## config.mk

```make
export PLATFORM = sky130hd
export DESIGN_NAME = knn_vote
export DESIGN_NICKNAME = d
export VERILOG_FILES = /design/src/rtl/knn_vote_pkg.sv /design/src/rtl/knn_vote_hist.sv /design/src/rtl/knn_vote.sv
export SDC_FILE = /design/constraint.sdc
export NUM_CORES = 1
export LEC_CHECK = 0
export ABC_AREA = 1
export BUFFER_PORTS_ARGS = -buffer_cell sky130_fd_sc_hd__buf_2
export CORE_ASPECT_RATIO = 1.2
export CORE_MARGIN = 4
export CORE_UTILIZATION = 50
export DETAILED_ROUTE_END_ITERATION = 6
export PLACE_DENSITY = 0.74
export SETUP_SLACK_MARGIN = 0.2
export SLEW_MARGIN = 20
export SYNTH_ARGS = -nofsm -noshare
export SYNTH_HDL_FRONTEND = slang
export SYNTH_SLANG_ARGS = --single-unit
```

## constraint.sdc

```tcl
create_clock -name clk -period 6.1 [get_ports clk]
set_clock_uncertainty 0.05 [all_clocks]
set_input_delay 0.61 -clock clk [delete_from_list [all_inputs] [get_ports clk]]
set_output_delay 0.61 -clock clk [all_outputs]
set_load 0.02 [all_outputs]
```

## src/rtl/knn_vote_pkg.sv

```systemverilog
// Shared constants, FSM encoding and width helper for the KNN majority-vote block.
package knn_vote_pkg;

  localparam int unsigned DEF_LABEL       = 8;
  localparam int unsigned DEF_N_NEIGHBOUR = 10;
  localparam int unsigned DEF_N_CLASSES   = 10;

  typedef enum logic [2:0] {
    StIdle,
    StClear,
    StCount,
    StScan,
    StDone
  } vote_state_e;

  // Minimum width of 1 so single-value ranges still give a legal vector.
  function automatic int unsigned clog2_u(input int unsigned v);
    return (v <= 1) ? 1 : $clog2(v);
  endfunction

endpackage

```

## src/rtl/knn_vote_hist.sv

```systemverilog
// Per-class vote counters and first-occurrence slot indices.
module knn_vote_hist
  import knn_vote_pkg::*;
#(
  parameter int unsigned N_NEIGHBOUR = DEF_N_NEIGHBOUR,
  parameter int unsigned N_CLASSES   = DEF_N_CLASSES,
  parameter int unsigned CNT_W       = clog2_u(N_NEIGHBOUR + 1),
  parameter int unsigned CLS_W       = clog2_u(N_CLASSES)
) (
  input  logic             clk,
  input  logic             rst,
  input  logic             clear,
  input  logic             inc,
  input  logic [CLS_W-1:0] inc_cls,
  input  logic [CNT_W-1:0] inc_pos,
  input  logic [CLS_W-1:0] rd_cls,
  output logic [CNT_W-1:0] rd_cnt,
  output logic [CNT_W-1:0] rd_first
);

  localparam logic [CNT_W-1:0] NoSlot = CNT_W'(N_NEIGHBOUR);

  logic [CNT_W-1:0] cnt_q   [N_CLASSES];
  logic [CNT_W-1:0] first_q [N_CLASSES];

  // NoSlot in first_q marks a class that has not been seen yet.
  always_ff @(posedge clk) begin
    if (!rst || clear) begin
      for (int c = 0; c < N_CLASSES; c++) begin
        cnt_q[c]   <= '0;
        first_q[c] <= NoSlot;
      end
    end else if (inc) begin
      cnt_q[inc_cls] <= cnt_q[inc_cls] + 1'b1;
      if (first_q[inc_cls] == NoSlot) begin
        first_q[inc_cls] <= inc_pos;
      end
    end
  end

  assign rd_cnt   = cnt_q[rd_cls];
  assign rd_first = first_q[rd_cls];

endmodule

```

## src/rtl/knn_vote.sv

```systemverilog
// Majority vote over the K nearest-neighbour labels; ties go to the nearest neighbour's class.
module knn_vote
  import knn_vote_pkg::*;
#(
  parameter int unsigned LABEL       = DEF_LABEL,
  parameter int unsigned N_NEIGHBOUR = DEF_N_NEIGHBOUR,
  parameter int unsigned N_CLASSES   = DEF_N_CLASSES,
  parameter int unsigned CNT_W       = clog2_u(N_NEIGHBOUR + 1)
) (
  input  logic                         clk,
  input  logic                         rst,
  input  logic                         start,
  input  logic [CNT_W-1:0]             n_valid,
  input  logic [N_NEIGHBOUR*LABEL-1:0] info_in,
  output logic                         busy,
  output logic                         done,
  output logic [LABEL-1:0]             label_out,
  output logic [CNT_W-1:0]             votes_out,
  output logic                         label_valid
);

  localparam int unsigned      CLS_W   = clog2_u(N_CLASSES);
  localparam logic [CNT_W-1:0] NoSlot  = CNT_W'(N_NEIGHBOUR);
  localparam logic [CNT_W-1:0] LastIdx = CNT_W'(N_NEIGHBOUR - 1);
  localparam logic [CLS_W-1:0] LastCls = CLS_W'(N_CLASSES - 1);

  vote_state_e state_q, state_d;
  logic capture, hist_clear, count_en, scan_en;

  logic [N_NEIGHBOUR*LABEL-1:0] labels_q;
  logic [CNT_W-1:0] nvalid_q, idx_q;
  logic [CLS_W-1:0] scan_q, best_q, best_d;
  logic [CNT_W-1:0] best_cnt_q, best_cnt_d, best_first_q, best_first_d;
  logic [LABEL-1:0] label_q;
  logic [CNT_W-1:0] votes_q;
  logic             valid_q;

  logic [LABEL-1:0] cur_lab;
  logic             inc, take;
  logic [CNT_W-1:0] rd_cnt, rd_first;

  always_ff @(posedge clk) begin
    if (!rst) state_q <= StIdle;
    else      state_q <= state_d;
  end

  always_comb begin
    state_d    = state_q;
    capture    = 1'b0;
    hist_clear = 1'b0;
    count_en   = 1'b0;
    scan_en    = 1'b0;
    case (state_q)
      StIdle: begin
        if (start) begin
          capture = 1'b1;
          state_d = StClear;
        end
      end
      StClear: begin
        hist_clear = 1'b1;
        state_d    = StCount;
      end
      StCount: begin
        count_en = 1'b1;
        if (idx_q == LastIdx) state_d = StScan;
      end
      StScan: begin
        scan_en = 1'b1;
        if (scan_q == LastCls) state_d = StDone;
      end
      StDone:  state_d = StIdle;
      default: state_d = StIdle;
    endcase
  end

  assign cur_lab = labels_q[int'(idx_q) * LABEL +: LABEL];
  assign inc     = count_en && (idx_q < nvalid_q) && (32'(cur_lab) < N_CLASSES);

  knn_vote_hist #(
    .N_NEIGHBOUR(N_NEIGHBOUR),
    .N_CLASSES  (N_CLASSES),
    .CNT_W      (CNT_W),
    .CLS_W      (CLS_W)
  ) u_hist (
    .clk     (clk),
    .rst     (rst),
    .clear   (hist_clear),
    .inc     (inc),
    .inc_cls (cur_lab[CLS_W-1:0]),
    .inc_pos (idx_q),
    .rd_cls  (scan_q),
    .rd_cnt  (rd_cnt),
    .rd_first(rd_first)
  );

  // Strictly-greater keeps the earlier class; equal counts fall back to the nearer first slot.
  always_comb begin
    take = (rd_cnt > best_cnt_q) ||
           ((rd_cnt == best_cnt_q) && (rd_cnt != '0) && (rd_first < best_first_q));
    best_d       = take ? scan_q   : best_q;
    best_cnt_d   = take ? rd_cnt   : best_cnt_q;
    best_first_d = take ? rd_first : best_first_q;
  end

  always_ff @(posedge clk) begin
    if (!rst) begin
      labels_q     <= '0;
      nvalid_q     <= '0;
      idx_q        <= '0;
      scan_q       <= '0;
      best_q       <= '0;
      best_cnt_q   <= '0;
      best_first_q <= NoSlot;
      label_q      <= '0;
      votes_q      <= '0;
      valid_q      <= 1'b0;
    end else begin
      if (capture) begin
        labels_q <= info_in;
        nvalid_q <= (n_valid > NoSlot) ? NoSlot : n_valid;
      end
      if (hist_clear) begin
        idx_q        <= '0;
        scan_q       <= '0;
        best_q       <= '0;
        best_cnt_q   <= '0;
        best_first_q <= NoSlot;
      end else if (count_en) begin
        idx_q <= idx_q + 1'b1;
      end
      if (scan_en) begin
        scan_q       <= scan_q + 1'b1;
        best_q       <= best_d;
        best_cnt_q   <= best_cnt_d;
        best_first_q <= best_first_d;
        // Publish on the final scan edge so results are stable while done is high.
        if (scan_q == LastCls) begin
          label_q <= LABEL'(best_d);
          votes_q <= best_cnt_d;
          valid_q <= (best_cnt_d != '0);
        end
      end
    end
  end

  assign busy        = (state_q != StIdle);
  assign done        = (state_q == StDone);
  assign label_out   = label_q;
  assign votes_out   = votes_q;
  assign label_valid = valid_q;

endmodule

```

# Word level (Yosys, flattened, before mapping)
# Memory sizes are Yosys's and may differ from the RTL's. A register that Yosys moved wholly into a read port is not among the register bits.
# Index checks and enable logic that the tools add are counted.
[word_totals]
register_bits = 116
ram_bits = 80
wordCells = 91
memories = 2
[memory_table]
columns = ["name", "depth", "word_bits", "rd", "rd_ports_with_merged_regs", "wr", "line_no", "source"]
rows = [
  ["u_hist.cnt_q", 10, 4, 2, 1, 10, "knn_vote_hist.sv:23", "logic [CNT_W-1:0] cnt_q [N_CLASSES];"],
  ["u_hist.first_q", 10, 4, 2, 1, 10, "knn_vote_hist.sv:24", "logic [CNT_W-1:0] first_q [N_CLASSES];"],
]
[op_classes]
n_addsub = 3
magnitude_cmp = 5
eq_ne = 12
n_shift = 1
muxes = 38
bitwise_logic = 1
reduce_logical = 18
[op_table]
columns = ["op", "count"]
rows = [
  ["$shiftx A80 B8 Y8", 1],
  ["$mux W4", 18],
  ["$mux W1", 16],
  ["$add A4 B1 Y4 const B", 3],
  ["$eq A4 B4 Y1 const B", 3],
  ["$pmux W3 S4", 1],
  ["$mux W3", 3],
  ["$lt A4 B4 Y1", 2],
  ["$lt A8 B4 Y1 const B", 1],
  ["$reduce_bool A4 Y1", 2],
  ["$reduce_or A4 Y1", 2],
  ["$eq A3 B2 Y1 const B", 2],
  ["$ne A2 B2 Y1 const B", 3],
  ["$eq A4 B4 Y1", 1],
  ["$gt A4 B4 Y1", 1],
  ["$gt A4 B4 Y1 const B", 1],
  ["$logic_and A1 B1 Y1", 4],
  ["$reduce_and A2 Y1", 2],
  ["$eq A3 B1 Y1 const B", 1],
  ["$eq A3 B3 Y1 const B", 1],
  ["$logic_not A3 Y1", 1],
  ["$reduce_and A3 Y1", 1],
  ["$reduce_bool A3 Y1", 1],
  ["$logic_or A1 B1 Y1", 2],
  ["5 further kinds", 5],
]

# Logic depth before layout (Yosys ltp)
[depth]
word_depth = 9
mapped_depth = 20
depth_no_buf = 18

# Hierarchy
# A second synthesis with hierarchy kept.
[unflattened]
cells_unflattened = 1480
area_unflattened_um2 = 12145.4
[by_module_without_submodules]
columns = ["module", "instances", "cells_per_inst", "area_each_um2", "seq_area_each_um2"]
rows = [
  ["knn_vote_hist", 1, 754, 6860.3, 3843.7],
  ["knn_vote", 1, 726, 5285.1, 2322.2],
]

# Least setup slack after synthesis
# Ideal clock, no wire load.
[synth_timing]
path_kind = "reg2reg"
start = "reg (tool-made name)"
end = "reg label_q[2], in the netlist label_out[2]"
setup_time_ns = 0.115
arrival_time_ns = 2.920
required_ns = 5.935
setup_slack_ns = 3.014
path_stages_with_launch = 20
path_buffers = 4
synth_period_minus_slack_ns = 3.086
cell_sequence = "dfxtp_1 buf_2 buf_2 buf_2 clkbuf_1 a21oi_1 o21ai_0 o211ai_1 o211ai_1 nand2_1 ha_1 a211o_1 a21oi_1 nand2_1 nand2_1 inv_1 nand2_1 o21ai_0 o21ai_0 inv_1"
[synth_lines]
columns = ["item", "line_no", "source"]
rows = [
  ["end signal: assignment", "knn_vote.sv:139", "label_q <= LABEL'(best_d);"],
  ["end: declaration", "knn_vote.sv:34", "logic [LABEL-1:0] label_q;"],
]

==> results.md <==
Synth
- **main combinational cell family by area after synthesis** simple AND/OR/NAND/NOR gates
- **async set or reset register ratio after synthesis** 0
- **multiplexer fraction of the synthesized cell area** 0.008199
- **adder-cell area share of the yosys netlist** 0.01537
- **flip-flop and latch count after synthesis** 248
- **number of distinct library cells after synthesis** 50
- **Most used DFF post-synth** edfxtp_1
- **syn_area_per_cell** 8.271 um2
- **instance count of the mapped netlist** 1476
- **share of synthesized cell area in and, or, nand and nor gates** 0.2364
- **Syn. warnings** 0
- **xor and xnor fraction of the mapped netlist area** 0
- **Synth Area in Compound Gates** 0.1340
- **number of synthesized flops with an enable pin** 128
- **Post-Syn Area** 12210 um2
- **sequential area share after synthesis** 0.5116

Routing
- **Via-to-Cell Ratio** 5.375
- **Pre-antenna DRT Iters** 5
- **total wire length after detailed routing** 30.09 mm
- **Routed Antenna Nets** 0
- **via count of the routed design** 10290
- **wire per inst** 15.72 um
- **detailed-route DRC error count** 0
- **violation count after the first detailed-routing iteration** 854

Setup path
- **largest stage delay on the critical path** 0.86 ns
- **Levels on crit path** 16
- **Required @ worst endpoint** 6.24 ns
- **critical path endpoint category** register
- **startpoint-to-endpoint class of the critical path** register to register
- **critical-path cell with the highest stage delay** dfxtp_1
- **maximum fanout along the worst path** 38
- **crit path cell chain** buf_4 > nand2_1 > nand3_1 > nand3_1 > nand3_2 > buf_4 > nand2_2 > inv_2 > nor2_1 > nor2_1 > nor2_1 > nand2_2 > nand4_2 > nor2_2 > nand2_1 > nand2_1
- **kind of cell adding the most delay to the critical path** simple AND/OR/NAND/NOR gates
- **Data arrival, critical path** 4.70 ns
- **worst reg-to-reg path cell count** 16
- **buffer and inverter count on the worst path** 3
- **startpoint type of the worst setup path** register

GRT
- **number of global-route vias before repair** 9956
- **antenna violations before repair** 0
- **maximum number of pins on one net before global-route repair** 96
- **total congestion overflow** 0
- **total routing usage reported by global routing** 0.2235
- **wire length of the first global-routing pass** 48.80 mm

Clock network
- **Clock transition at path regs** 0.07 ns
- **Longest Clk Path Bufs** 3
- **root buf cell** clkbuf_16
- **clock tree from TritonCTS** yes
- **Resized cells post-CTS** 0
- **number of sinks driven by the clock tree** 248
- **later-pin clock latency in the skew report** 0.52 ns
- **number of buffers inserted by hold repair at cts** 0
- **level count of the clock H-tree** 1
- **Post-CTS Setup Inserts** 0
- **number of buffers added by the clock tree synthesis step** 25

Cells and area
- **fraction of final layout cells with drive strength greater than 1** 0.1192
- **post-layout instance area** 13720 um2
- **final non-filler cell total** 1914
- **filler instances** 2145
- **final design utilization** 0.5725
- **ANT cells** 0
- **signed area change from the synthesized netlist to the final layout** 12.40%
- **Layout Nets** 1678

Die
- **number of rows in the core area** 62
- **die width** 150.6 um
- **Core Footprint** 23970 um2
- **height of the chip** 179.2 um
- **effective utilization at floorplan** 0.5093
- **total die area** 26990 um2
- **Boundary Pins** 102

Placement
- **cell area reported after detailed placement** 12910 um2
- **DPL Wire Length** 20.96 mm
- **worst setup slack after placement** 1.643 ns
- **Inst Count DP** 1869
- **Port-buffer cells** 97
- **routability cong.** 0.8763

Power
- **ratio of total power to cell area** 394.7 nW/um2
- **maximum vdd drop** 0.2361 mV
- **leakage power of the design** 5.465 nW

STA
- **post-layout worst setup margin** 1.541 ns
- **worst-case headroom to the max-slew limit** 0.3301
- **number of max-slew violations in the final report** 0
- **endpoints failing setup** 0
- **f_max** 219.3 MHz
- **actual slew at the worst max-slew pin** 0.9986 ns
- **total negative slack for setup checks** 0 ns
- **share of the cycle needed by the critical path after routing** 0.7475
- **Final Hold Viols** 0
- **shortest clock period the worst path allows after layout** 4.559 ns
- **RSZ-0062 raised after global routing** no

Outcome
- **status** completed

Min path
- **instance count along the most critical hold path** 3
- **worst min-delay path category** primary input to register

Job
- **Max-cap violations** 0

[cell usage in the layout, fill, tap and decap left out, drive strengths merged, types with 15 or more instances in the layout]
| master | netlist | layout |
|---|---|---|
| inv | 177 | 178 |
| nand2 | 326 | 326 |
| nand3b | 15 | 15 |
| o21ai | 108 | 108 |
| a21oi | 139 | 139 |
| nor2 | 100 | 100 |
| nor3 | 15 | 15 |
| nand3 | 165 | 165 |
| edfxtp | 128 | 128 |
| o211ai | 38 | 38 |
| buf | 46 | 107 |
| ha | 15 | 15 |
| dfxtp | 120 | 120 |
| conb | 1 | 52 |
| clkbuf | 39 | 34 |
[layer usage]
| metal | vias up | GRT usage | part of all wire |
|---|---|---|---|
| li1 | 5087 | - | - |
| met1 | 4787 | 0.2756 | 0.40 |
| met2 | 346 | 0.3922 | 0.50 |
| met3 | 68 | 0.02882 | 0.059 |
| met4 | 0 | 0.09713 | 0.040 |
| met5 | - | 0 | 0 |
[registers in the layout, indices dropped and copies added, names as in the netlist, named ones only]
| register | count |
|---|---|
| best_cnt_q | 4 |
| state_q | 3 |
| u_hist.cnt_q | 64 |
| nvalid_q | 4 |
| idx_q | 4 |
| labels_q | 80 |
| scan_q | 4 |
| label_out | 4 |
| votes_out | 4 |
| label_valid | 1 |
| u_hist.first_q | 64 |
| best_q | 4 |
| best_first_q | 4 |
[logic make-up (layout without fill, tap and decap cells)]
group / after synthesis / in the layout
buffers and inverters: 265 / 332
AO/OA/AOI/OAI: 299 / 299
other: 1 / 52
multiplexers: 10 / 10
adder cells (fa/ha/maj): 15 / 15
flip-flops: 248 / 248
AND/OR/NAND/NOR: 638 / 638
[worst min-delay path: cells and delay by family]
family / cells / cell delay, ns
AND/OR/NAND/NOR: 1 / 0.05
buffers and inverters: 1 / 0.09
AO/OA/AOI/OAI: 1 / 0.05
[per-stage QoR]
step / hold WS, ns / total power, mW
floorplan: 0.3745 / 3.547
global placement: 0.3902 / 3.860
CTS: 0.2711 / 5.419
finish: 0.2786 / 5.416
global route: 0.2752 / 5.760
detailed placement: 0.3924 / 3.910
[report_power, final]
part           leakage [nW]  internal, mW  switching [mW]
clock                 0.387         0.882           0.627
combinational          2.87         0.520            1.22
sequential             2.21          2.02           0.151
total                  5.46          3.42            2.00
[final timing paths]
check / startpoint / endpoint / slack, ns
setup reg to reg: idx_q[0] / u_hist.first_q[2][2] / 1.54
hold reg to reg: labels_q[32] / labels_q[32] / 0.40
hold / removal: info_in[39] / labels_q[39] / 0.28
setup / recovery: idx_q[0] / u_hist.first_q[2][2] / 1.54
[Yosys cell counts, types with 2 or more instances]
library cell | count | area (um2)
nand2_1 | 315 | 1182
inv_1 | 169 | 634.4
nand3_1 | 160 | 800.8
a21oi_1 | 139 | 695.7
edfxtp_1 | 128 | 3844
dfxtp_1 | 120 | 2402
o21ai_0 | 102 | 510.5
nor2_1 | 86 | 322.8
clkbuf_1 | 39 | 146.4
o211ai_1 | 38 | 285.3
buf_2 | 21 | 105.1
ha_1 | 15 | 187.7
nand3b_1 | 15 | 112.6
nor3_1 | 13 | 65.06
buf_6 | 11 | 123.9
nand2_2 | 11 | 68.82
nand4_1 | 11 | 68.82
buf_4 | 10 | 75.07
mux2i_1 | 10 | 100.1
nor2_2 | 7 | 43.79
inv_2 | 6 | 22.52
nor2_4 | 6 | 67.56
o21ai_1 | 5 | 25.02
buf_1 | 4 | 15.01
nand3_2 | 4 | 40.04
clkinv_1 | 3 | 11.26
a31oi_1 | 2 | 12.51
nand4_2 | 2 | 25.02
o221ai_1 | 2 | 17.52
o22ai_1 | 2 | 12.51
[area by class of cell]
cell class	count	area, um2	share of cell area
sequential	248	6251	0.4555
clock inverter	11	118.9	0.008662
timing repair buffer	107	560.5	0.04085
tap	320	400.4	0.02918
multi-input combinational	1014	5017	0.3656
inverter	180	683.2	0.04979
clock buffer	34	690.7	0.05033
Note: power is estimated with default switching activity, not from simulation.
